## src/rtl/game_fsm_timed.sv

```systemverilog
// Timed single-player game controller: pre-start countdown, round timer, pause,
// saturating score and session high score. Single clock, 1 Hz tick arrives as an enable.
module game_fsm_timed #(
   parameter int GAME_SECONDS     = 30,
   parameter int PRESTART_SECONDS = 3,
   parameter int TIMER_W          = 6,
   parameter int SCORE_W          = 6
) (
   input  logic               clkIn,
   input  logic               reset,
   input  logic               incrementTick,
   input  logic               startGame,
   input  logic               pauseToggle,
   input  logic               player_scored,
   output logic               game_active,
   output logic               game_paused,
   output logic               countdown_active,
   output logic               game_over,
   output logic [TIMER_W-1:0] time_left,
   output logic [SCORE_W-1:0] score,
   output logic [SCORE_W-1:0] high_score,
   output logic               new_high,
   output logic [2:0]         state
);

   localparam logic [2:0] S_IDLE     = 3'd0;
   localparam logic [2:0] S_PRESTART = 3'd1;
   localparam logic [2:0] S_RUNNING  = 3'd2;
   localparam logic [2:0] S_PAUSED   = 3'd3;
   localparam logic [2:0] S_FINISH   = 3'd4;

   localparam logic [TIMER_W-1:0] GAME_T    = TIMER_W'(GAME_SECONDS);
   localparam logic [TIMER_W-1:0] PRE_T     = TIMER_W'(PRESTART_SECONDS);
   localparam logic [TIMER_W-1:0] ONE_T     = TIMER_W'(1);
   localparam logic [SCORE_W-1:0] SCORE_MAX = '1;

   logic [2:0]         state_reg, state_next;
   logic [TIMER_W-1:0] time_left_reg, time_left_next;
   logic [SCORE_W-1:0] score_reg, score_next;
   logic [SCORE_W-1:0] high_score_reg, high_score_next;
   logic               new_high_reg, new_high_next;
   // flag order: {game_over, countdown_active, game_paused, game_active}
   logic [3:0]         flags_reg, flags_next;

   always_ff @(posedge clkIn) begin
      if (reset) begin
         state_reg      <= S_IDLE;
         time_left_reg  <= '0;
         score_reg      <= '0;
         high_score_reg <= '0;
         new_high_reg   <= 1'b0;
         flags_reg      <= '0;
      end else begin
         state_reg      <= state_next;
         time_left_reg  <= time_left_next;
         score_reg      <= score_next;
         high_score_reg <= high_score_next;
         new_high_reg   <= new_high_next;
         flags_reg      <= flags_next;
      end
   end

   always_comb begin
      state_next      = state_reg;
      time_left_next  = time_left_reg;
      score_next      = score_reg;
      high_score_next = high_score_reg;
      new_high_next   = new_high_reg;

      if (startGame) begin
         score_next    = '0;
         new_high_next = 1'b0;
         if (PRESTART_SECONDS > 0) begin
            state_next     = S_PRESTART;
            time_left_next = PRE_T;
         end else begin
            state_next     = S_RUNNING;
            time_left_next = GAME_T;
         end
      end else begin
         case (state_reg)
            S_IDLE: ;
            S_PRESTART: begin
               if (incrementTick) begin
                  if (time_left_reg <= ONE_T) begin
                     state_next     = S_RUNNING;
                     time_left_next = GAME_T;
                  end else begin
                     time_left_next = time_left_reg - ONE_T;
                  end
               end
            end
            S_RUNNING: begin
               if (pauseToggle) begin
                  state_next = S_PAUSED;
               end else begin
                  if (player_scored && (score_reg != SCORE_MAX))
                     score_next = score_reg + 1'b1;
                  // the final tick compares against the score including this cycle's point
                  if (incrementTick) begin
                     if (time_left_reg <= ONE_T) begin
                        state_next     = S_FINISH;
                        time_left_next = '0;
                        if (score_next > high_score_reg) begin
                           high_score_next = score_next;
                           new_high_next   = 1'b1;
                        end
                     end else begin
                        time_left_next = time_left_reg - ONE_T;
                     end
                  end
               end
            end
            S_PAUSED: begin
               if (pauseToggle)
                  state_next = S_RUNNING;
            end
            S_FINISH: ;
            default: state_next = S_IDLE;
         endcase
      end
   end

   always_comb begin
      flags_next    = '0;
      flags_next[0] = (state_next == S_RUNNING);
      flags_next[1] = (state_next == S_PAUSED);
      flags_next[2] = (state_next == S_PRESTART);
      flags_next[3] = (state_next == S_FINISH);
   end

   assign game_active      = flags_reg[0];
   assign game_paused      = flags_reg[1];
   assign countdown_active = flags_reg[2];
   assign game_over        = flags_reg[3];
   assign time_left        = time_left_reg;
   assign score            = score_reg;
   assign high_score       = high_score_reg;
   assign new_high         = new_high_reg;
   assign state            = state_reg;

endmodule

```

## config.mk

```make
export PLATFORM = sky130hd
export DESIGN_NAME = game_fsm_timed
export DESIGN_NICKNAME = d
export VERILOG_FILES = /design/src/rtl/game_fsm_timed.sv
export SDC_FILE = /design/constraint.sdc
export NUM_CORES = 1
export LEC_CHECK = 0
export CAP_MARGIN = 40
export CELL_PAD_IN_SITES_DETAIL_PLACEMENT = 0
export CELL_PAD_IN_SITES_GLOBAL_PLACEMENT = 1
export CORE_ASPECT_RATIO = 1.25
export CORE_MARGIN = 2
export CORE_UTILIZATION = 37
export CTS_CLUSTER_DIAMETER = 80
export DETAILED_ROUTE_END_ITERATION = 8
export GPL_ROUTABILITY_DRIVEN = 0
export PLACE_DENSITY = 0.78
export REMOVE_ABC_BUFFERS = 1
export SYNTH_ARGS = -nofsm -noshare
export SYNTH_HDL_FRONTEND = slang
export SYNTH_SLANG_ARGS = --single-unit
```

## constraint.sdc

```tcl
create_clock -name clkIn -period 3.8 [get_ports clkIn]
set_clock_uncertainty 0.05 [all_clocks]
set_input_delay 0.38 -clock clkIn [delete_from_list [all_inputs] [get_ports clkIn]]
set_output_delay 0.38 -clock clkIn [all_outputs]
set_load 0.02 [all_outputs]
```

==> impl_metrics.ini <==
[outcome]
outcome = finished, final reports clean

[routing]
detail-route-antenna-nets = 0
viasPerCell = 5.171
drt_iter0_drc = 71
routed_wl_mm = 3.381
wl_per_cell_um = 13.47
num_vias = 1298
drt-pass1-iter-count = 4
drc = 0

[floorplanning]
num_rows = 25
die_y_um = 74.42
io_pins = 32
fp.dieW_um = 60.33
initial_utilization_pct = 38.78
fp.coreArea_sq_um = 3785
fp.dieArea_sq_um = 4489

[pwr]
finalPower_uw = 511.5
powerDensity_nw_per_um2 = 274.4
power_leakage_nw = 0.6551
peakVddDrop_v = 0.0001567

[place]
placed_area_sq_um = 1823
place_ws_ps = 596.5
dp_hpwl_mm = 2.638
port_buffers = 31
placed_cells = 248

[layout]
final_nets = 214
n_antenna_cell = 0
final_core_util_pct = 49.26
drive_gt1_share_pct = 6.599
syn_to_final_growth_pct = 27.02
fillCellCount = 377
finalInstanceArea_sq_um = 1864
fin_cells = 251

[critical_path]
cp_top_family = compound AO/OA/AOI/OAI gates
worstPathArrival_ps = 3090
worstReg2RegStart = score[0]
critical_path_buf_inv_count = 0
startpoint_type = flip-flop
crit_path_start = score[0]
slowest_delay_ps = 470
critical_path.cell_chain = ha_1 > nand3_1 > o21ai_1 > mux2_2 > ha_1 > nor2b_1 > o21bai_1 > a311oi_4 > mux2i_1 > nor2_1
cp-end-kind = flip-flop
critical_path_required_ps = 3890
critPathKind = flip-flop to flip-flop
cp_slowest_cell = a311oi_4
crit_path_frequent_cell = ha_1
critPathMaxFanout = 7

[cts]
htree_levels = 1
cts.path.max_buffers = 2
cts_buffers = 3
ctsResizeCount = 0
cts_setup_buffers = 0
cts_tree = yes
cts_sinks = 26
holdBufCountCts = 0
clockRootBuffer = clkbuf_8
clk_latency_ps = 260
cts.clk_slew.worst_paths_ps = 80

[synthesis]
synth_common_cells = dfxtp_1 (26), nor2_1 (25), a21oi_1 (14)
synth_top_area_share_pct = 35.46
async_reset_ff_share_pct = 0
yosys_register_bits = 26
synth_most_common_cell = dfxtp_1
synth.distinct_cells = 41
syn_area_sq_um = 1468
synthTopCellsByArea = dfxtp_1 (35%), ha_1 (7.7%), mux2i_1 (7.5%)
ys.warnings.count = 0
syn_inst = 167
synth_ff_type = dfxtp_1
synth_edf_count = 0
avgSynthCellArea_sq_um = 8.788
yosys.area.top_type = dfxtp_1
ys_seq_area_share_pct = 35.46

[sta]
tightest_slew_ps = 675.6
slew_headroom_pct = 54.77
finalMaxSlewViolations = 0
setup_ws_ps = 798.7
period_needed_ps = 3001
max_freq_mhz = 333.2
rsz0062_at_grt = false
final_hold_viol_count = 0
fin_crit_sh_pct = 78.98
finalSetupViolations = 0
setup_tns_ps = 0
whs_ps = 440.7

[grt]
gr-total-overflow = 0
grt_max_degree = 15
grt_pass1_wl_mm = 5.844
antenna_found_initial = 0
grt_pass1_vias = 1301
grt_use_total_pct = 16.93

[hold_path]
hp-class = flip-flop to flip-flop
hold_start = new_high

[flow_run]
maxCapViolCount = 0
## where the power goes
group,internal [mW],total (mW),switching (mW)
Clock,0.0709,0.150,0.0796
Sequential,0.278,0.284,0.00653
Combinational,0.0332,0.0770,0.0438
## tightest hold or removal path, cell delays in order (launching register included)
cell	delay, ps
dfxtp_1	340
a21oi_1	50
nor2_1	70
## path summary, 6_finish.rpt
| check | cells past startpoint | slack [ps] | end |
|---|---|---|---|
| max | 10 | 800 | high_score[1] |
| min | 2 | 440 | new_high |
| max reg2reg | 10 | 800 | high_score[1] |
| min reg2reg | 2 | 440 | new_high |
## layer usage
layer  track usage (%)  wire [um]  up-vias
met2             29.23       1718       24
met1             21.02       1476      608
li1                  -          -      660
met4             6.173         65        0
met3             2.609        122        6
met5                 0          0        -
## cell usage in the layout (no fill, tap or decap), drive strengths merged, types with 3 or more instances in the layout
cell type      netlist  final
clkdlybuf4s50        0     31
dfxtp               26     26
nor2                26     26
a21oi               14     14
mux2i               11     11
nand3               10     10
inv                 10     10
ha                   9      9
o21ai                6      6
nand2                4      4
nor3b                4      4
nor3                 3      3
or2                  3      3
nor2b                3      3
a211oi               3      3
a21o                 3      3
clkbuf               3      3
nand4                3      3
## cells by family (layout without fill, tap and decap cells)
| family | Yosys count | count (layout) | synth area share [%] |
|---|---|---|---|
| AND/OR/NAND/NOR | 64 | 64 | 24.55 |
| AO/OA/AOI/OAI | 38 | 38 | 17.39 |
| flip-flops | 26 | 26 | 35.46 |
| buffers and inverters | 14 | 44 | 4.092 |
| multiplexers | 13 | 13 | 9.037 |
| adder cells (fa/ha/maj) | 9 | 9 | 7.673 |
| XOR/XNOR | 3 | 3 | 1.791 |
## layout make-up
| class | instances | area (sq um) | area share (%) |
|---|---|---|---|
| multi-input cells | 127 | 887.1 | 47.58 |
| clock buffers | 3 | 41.29 | 2.215 |
| inverters | 10 | 37.54 | 2.013 |
| flip-flops and latches | 26 | 520.5 | 27.92 |
| well taps | 54 | 67.56 | 3.624 |
| repair buffers | 31 | 310.3 | 16.64 |
(Power assumes the default switching activity.)
